[src/rtl/uart_tx_fifo.sv]
// Buffered UART transmitter: valid/ready word intake into a FIFO, serialised on txd.
// Ports:
//   clk, rst_n          clock, asynchronous active-low reset
//   tx_data, tx_valid   word to send and its valid strobe
//   tx_ready            FIFO can accept a word this cycle
//   txd                 serial line, idle high
//   busy                FIFO non-empty or frame in progress
//   fifo_count          words held in the FIFO, excluding the frame being shifted
module uart_tx_fifo #(
  parameter int unsigned CLK_FREQ   = 50000000,
  parameter int unsigned BAUD       = 9600,
  parameter int unsigned DATA_BITS  = 8,
  parameter int unsigned PARITY     = 0,
  parameter int unsigned STOP_BITS  = 1,
  parameter int unsigned FIFO_DEPTH = 16
) (
  input  logic                          clk,
  input  logic                          rst_n,
  input  logic [DATA_BITS-1:0]          tx_data,
  input  logic                          tx_valid,
  output logic                          tx_ready,
  output logic                          txd,
  output logic                          busy,
  output logic [$clog2(FIFO_DEPTH):0]   fifo_count
);

  localparam int unsigned DIV   = (CLK_FREQ + BAUD / 2) / BAUD;
  localparam int unsigned CNT_W = (DIV > 2) ? $clog2(DIV) : 1;
  localparam int unsigned AW    = $clog2(FIFO_DEPTH);
  localparam int unsigned CW    = AW + 1;

  localparam logic [2:0] S_IDLE   = 3'd0;
  localparam logic [2:0] S_START  = 3'd1;
  localparam logic [2:0] S_DATA   = 3'd2;
  localparam logic [2:0] S_PARITY = 3'd3;
  localparam logic [2:0] S_STOP   = 3'd4;

  // Elaboration-time parameter legality
  if (DATA_BITS < 5 || DATA_BITS > 8) begin : g_bad_data_bits
    $error("uart_tx_fifo: DATA_BITS must be 5..8");
  end
  if (PARITY > 2) begin : g_bad_parity
    $error("uart_tx_fifo: PARITY must be 0, 1 or 2");
  end
  if (STOP_BITS < 1 || STOP_BITS > 2) begin : g_bad_stop_bits
    $error("uart_tx_fifo: STOP_BITS must be 1 or 2");
  end
  if (DIV < 2) begin : g_bad_div
    $error("uart_tx_fifo: bit time must be at least 2 clocks");
  end
  if (FIFO_DEPTH < 2 || (FIFO_DEPTH & (FIFO_DEPTH - 1)) != 0) begin : g_bad_depth
    $error("uart_tx_fifo: FIFO_DEPTH must be a power of two >= 2");
  end

  logic [DATA_BITS-1:0] mem [FIFO_DEPTH];
  logic [AW-1:0]        wr_ptr;
  logic [AW-1:0]        rd_ptr;
  logic [CW-1:0]        count_d;
  logic                 push;
  logic                 pop;
  logic [DATA_BITS-1:0] head;
  logic                 head_par;

  logic [2:0]           state_q, state_d;
  logic [CNT_W-1:0]     cnt_q, cnt_d;
  logic [2:0]           bit_q, bit_d;
  logic [DATA_BITS-1:0] shift_q, shift_d;
  logic                 par_q, par_d;
  logic                 txd_d;
  logic                 bit_end;
  logic                 fifo_nonempty;

  // FIFO bookkeeping; a full FIFO refuses pushes regardless of a same-cycle pop
  assign push          = tx_valid && tx_ready;
  assign head          = mem[rd_ptr];
  assign head_par      = (PARITY == 1) ? ~^head : ^head;
  assign fifo_nonempty = (fifo_count != '0);
  assign count_d       = fifo_count + CW'(push) - CW'(pop);
  assign bit_end       = (cnt_q == CNT_W'(DIV - 1));

  // Next-state, baud counter and next line level
  always_comb begin
    state_d = state_q;
    cnt_d   = cnt_q;
    bit_d   = bit_q;
    shift_d = shift_q;
    par_d   = par_q;
    txd_d   = txd;
    pop     = 1'b0;

    if (state_q != S_IDLE) begin
      cnt_d = bit_end ? '0 : cnt_q + CNT_W'(1);
    end

    case (state_q)
      S_IDLE: begin
        txd_d = 1'b1;
        if (fifo_nonempty) begin
          pop     = 1'b1;
          shift_d = head;
          par_d   = head_par;
          cnt_d   = '0;
          bit_d   = '0;
          state_d = S_START;
          txd_d   = 1'b0;
        end
      end
      S_START: begin
        if (bit_end) begin
          state_d = S_DATA;
          bit_d   = '0;
          txd_d   = shift_q[0];
        end
      end
      S_DATA: begin
        if (bit_end) begin
          if (bit_q == 3'(DATA_BITS - 1)) begin
            bit_d = '0;
            if (PARITY != 0) begin
              state_d = S_PARITY;
              txd_d   = par_q;
            end else begin
              state_d = S_STOP;
              txd_d   = 1'b1;
            end
          end else begin
            bit_d   = bit_q + 3'd1;
            shift_d = shift_q >> 1;
            txd_d   = shift_q[1];
          end
        end
      end
      S_PARITY: begin
        if (bit_end) begin
          state_d = S_STOP;
          bit_d   = '0;
          txd_d   = 1'b1;
        end
      end
      S_STOP: begin
        if (bit_end) begin
          if (bit_q == 3'(STOP_BITS - 1)) begin
            // Chain straight into the next start bit when a word is waiting
            if (fifo_nonempty) begin
              pop     = 1'b1;
              shift_d = head;
              par_d   = head_par;
              cnt_d   = '0;
              bit_d   = '0;
              state_d = S_START;
              txd_d   = 1'b0;
            end else begin
              state_d = S_IDLE;
              txd_d   = 1'b1;
            end
          end else begin
            bit_d = bit_q + 3'd1;
          end
        end
      end
      default: begin
        state_d = S_IDLE;
        txd_d   = 1'b1;
      end
    endcase
  end

  // State, pointers and registered outputs
  always_ff @(posedge clk or negedge rst_n) begin
    if (!rst_n) begin
      state_q    <= S_IDLE;
      cnt_q      <= '0;
      bit_q      <= '0;
      shift_q    <= '0;
      par_q      <= 1'b0;
      wr_ptr     <= '0;
      rd_ptr     <= '0;
      fifo_count <= '0;
      txd        <= 1'b1;
      tx_ready   <= 1'b1;
      busy       <= 1'b0;
    end else begin
      state_q    <= state_d;
      cnt_q      <= cnt_d;
      bit_q      <= bit_d;
      shift_q    <= shift_d;
      par_q      <= par_d;
      if (push) wr_ptr <= wr_ptr + AW'(1);
      if (pop)  rd_ptr <= rd_ptr + AW'(1);
      fifo_count <= count_d;
      txd        <= txd_d;
      tx_ready   <= (count_d != CW'(FIFO_DEPTH));
      busy       <= (state_d != S_IDLE) || (count_d != '0);
    end
  end

  // Storage needs no reset; only pointer-qualified entries are ever read
  always_ff @(posedge clk) begin
    if (push) mem[wr_ptr] <= tx_data;
  end

endmodule
[config.mk]
export PLATFORM = sky130hd
export DESIGN_NAME = uart_tx_fifo
export DESIGN_NICKNAME = d
export VERILOG_FILES = /design/src/rtl/uart_tx_fifo.sv
export SDC_FILE = /design/constraint.sdc
export NUM_CORES = 1
export LEC_CHECK = 0
export BUFFER_PORTS_ARGS = -buffer_cell sky130_fd_sc_hd__clkbuf_2
export CAP_MARGIN = 30
export CORE_MARGIN = 2
export CORE_UTILIZATION = 40
export DETAILED_ROUTE_END_ITERATION = 16
export PLACE_DENSITY = 0.59
export SYNTH_ARGS = -nofsm -noshare
export SYNTH_HDL_FRONTEND = slang
export SYNTH_SLANG_ARGS = --single-unit
[constraint.sdc]
create_clock -name clk -period 3.5 [get_ports clk]
set_input_delay 0.175 -clock clk [delete_from_list [all_inputs] [get_ports clk]]
set_output_delay 0.175 -clock clk [all_outputs]
set_load 0.01 [all_outputs]
==> results.md <==
* Maximum clock rate at 298 MHz
* Setup crit start kind: flip-flop
* Required @ worst endpoint at 3.85 ns
* Worst Path Arrival at 3.71 ns
* Routed vias at 4109
* Pwr dens at 614 mW/mm^2
* Max Clock Skew at 0.00956 ns
* Min cycle time layout at 3.36 ns
* Synth Warn # at 0
* Filler instances at 1533
* Gate power share at 15.6%
* Final-stage net count at 528
* CTS Buf Count at 17
* Hold Crit Class: in -> reg
* Initial antenna violation count at 0
* Post-Syn Area per Cell at 15.9 sq um
* CTS tree: yes
* Gp weighted congestion at 0.837
* Top Layer Used: met4
* Die width at 140 um
* Register area at 0.00492 sq mm
* Cells after Synth at 462
* Grt ovf at 0
* Clock transition at the registers of the reported paths at 0.07 ns
* CTS Root Cell: clkbuf_16
* Clock sink total at 171
* Fin. Hold Viols at 0
* Post-synth EDFFs at 128
* Leading cell types in the layout, fill and taps excluded: edfxtp_1, dfrtp_1, mux4_2
* Finished Core Util at 46.9%
* Ys flop type: edfxtp_1
* WL met3 at 645 um
* Place WS at 0.0559 ns
* # IOs at 19
* CP Class: reg -> reg
* Rows at 49
* Buf/Inv on CP at 4
* Critical Path Slowest Stage Cell: or4b_4
* Wirelength, routed at 14700 um
* CTS Buffer Depth at 2
* Crit end category: flip-flop
* Final max-slew violation count at 0
* Syn_nets at 489
* Die Area at 0.0195 sq mm
* Footprint of the multi-input gates at 0.00233 sq mm
* First-pass DRT Iterations at 5
* ANT nets after route at 0
* Outcome: finished, final reports clean
* CTS H-tree depth at 4
* Worst slew pin tran at 0.976 ns
* Sw Pwr at 0.00140 W
* Die height at 140 um
* Wl on met1 at 6350 um
* Setup violators final at 0
* Port Buf Inserts at 18
* Largest net degree at the start of global routing at 34
* Internal cell power at 0.00379 W
* Clk pwr share at 35.9%
* Seq/Total Area, Yosys at 67.0%
* Cell family with most CP delay: simple AND/OR/NAND/NOR gates
* Total Routing Usage GR at 16.0%
* Leakage at 3.00 nW
* Core area at 0.0180 sq mm
* Worst VDD drop at 0.488 mV
* Detail Placement HPWL at 9640 um
* CP max FO at 4
* Starting Density at 40.8%
* Clock latency on the worst-skew pair at 0.43 ns
* Mapped cell area at 0.00735 sq mm
* Cell Chain, Critical Path: inv_1 > ha_1 > or4b_4 > nor2_4 > a2111oi_4 > nand2b_4 > inv_6 > ha_4 > inv_2 > ha_4 > inv_2 > fa_2 > nand2b_4 > a21oi_2 > nor2_1 > xnor2_1 > or4b_4
* Vias per cell at 5.53
* Vias in the first global route at 4190
* Diode count at 0
* Mean routed wirelength per cell at 19.8 um
* Synth Register Bits at 171
* Peak per-stage delay on the critical path at 0.51 ns
* Share of power burned in registers at 48.5%
* Layout area overhead at 15.0%
* Tcrit/Tclk final at 96.0%
* Unique cell type count in the Yosys netlist at 59
* Slew HR at 34.9%
* DRT iter0 DRCs at 271
* Post-synth ARST share at 25.1%
* Final worst setup slack at 0.140 ns
* Commonest non-fill, non-tap cell in the layout: edfxtp_1
* Metal2 WL at 7410 um
* Sw frac at 27.0%
* DRC violations left at 0
* MaxCap Viol Count at 0
* First-pass GRT wire length at 23500 um
* Share of layout cells above drive strength 1 at 25.9%
## per-layer routing
metal  up-vias  global-route usage (%)
li1       1867                       -
met1      2114                    20.7
met2       104                    26.4
met3        24                    3.54
met4         0                    6.32
met5         -                       0
## worst reg2reg max path: stages, from the launching register on
cell	delay, ns
dfrtp_1	0.41
inv_1	0.10
ha_1	0.15
or4b_4	0.51
nor2_4	0.14
a2111oi_4	0.08
nand2b_4	0.12
inv_6	0.05
ha_4	0.21
inv_2	0.06
ha_4	0.12
inv_2	0.04
fa_2	0.36
nand2b_4	0.15
a21oi_2	0.10
nor2_1	0.06
xnor2_1	0.16
or4b_4	0.47
## registers in the layout (all words and copies together), names as in the netlist
name,count
state_q,3
rd_ptr,4
txd,1
tx_ready,1
wr_ptr,4
fifo_count,5
shift_q,8
mem,128
bit_q,3
cnt_q,13
busy,1
## cell families after synthesis
family          Yosys count  share of synthesized area (%)
flops                   171                           67.0
buf+inv                  38                           2.14
mux                      39                           10.9
xor+xnor                 22                           2.72
compound gates           62                           5.60
simple gates            114                           8.88
fa+ha+maj                16                           2.83
## per-stage QoR
step | total power, W | setup TNS, ns | cells | hold WS, ns | area, sq um
6_report | 0.00519 | 0 | 743 | 0.0473 | 8450
5_1_grt | 0.00542 | -0.0119 | 743 | 0.0576 | 8450
4_1_cts | 0.00524 | 0 | 740 | 0.0244 | 8420
3_5_place_dp | 0.00338 | 0 | 707 | 0.148 | 7830
3_3_place_gp | 0.00335 | 0 | 707 | 0.139 | 7830
2_1_floorplan | 0.00307 | -0.0259 | 462 | -0.121 | 7410
## final timing paths
path	startpoint	to	slack, ns	cells after the start
worst max-delay path	fifo_count[3]$_DFF_PN0_	tx_ready$_DFF_PN1_	0.14	17
worst min-delay path	tx_valid	wr_ptr[2]$_DFFE_PN0P_	0.05	3
worst max register to register	fifo_count[3]$_DFF_PN0_	tx_ready$_DFF_PN1_	0.14	17
worst min register to register	txd$_DFFE_PN1P_	txd$_DFFE_PN1P_	0.48	2
max in group asynchronous	rst_n	rd_ptr[0]$_DFFE_PN0P_	2.54	3
min in group asynchronous	rst_n	cnt_q[1]$_DFF_PN0_	0.22	2
## repair_timing
action,4_1_cts,5_1_grt
gates resized for setup,0,3
buffers inserted,0,3
setup endpoints to repair,0,1
hold buffers,1,0
hold endpoints to repair,15,0
## layout make-up
class	instances	share of cell area [%]
clock inverters	14	1.76
flip-flops and latches	171	58.2
well taps	229	3.39
inverters	18	0.858
clock buffers	18	5.08
repair buffers	40	3.05
multi-input cells	253	27.6
## cells in the mapped netlist, drive strengths merged (8+ instances only)
cell type	n	share of area, %
edfxtp	128	52
dfrtp	41	14
mux4	32	9.8
nor2	32	1.6
a21oi	23	1.6
inv	18	0.95
ha	15	2.6
o22ai	15	1.3
and2	13	1.1
clkbuf	13	0.66
nand3	13	1.1
xnor2	13	1.7
nor3	11	0.75
xor2	9	1.1
nand2	8	0.44
nand2b	8	0.78
## power groups by stage
stage	clock network (W)	logic (W)	registers (W)
floorplan	0	0.000509	0.00256
global placement	0	0.000807	0.00255
detailed placement	0	0.000821	0.00256
CTS	0.00190	0.000826	0.00252
global route	0.00199	0.000896	0.00253
finish	0.00186	0.000811	0.00252
Note: power is estimated with default switching activity, not from simulation.
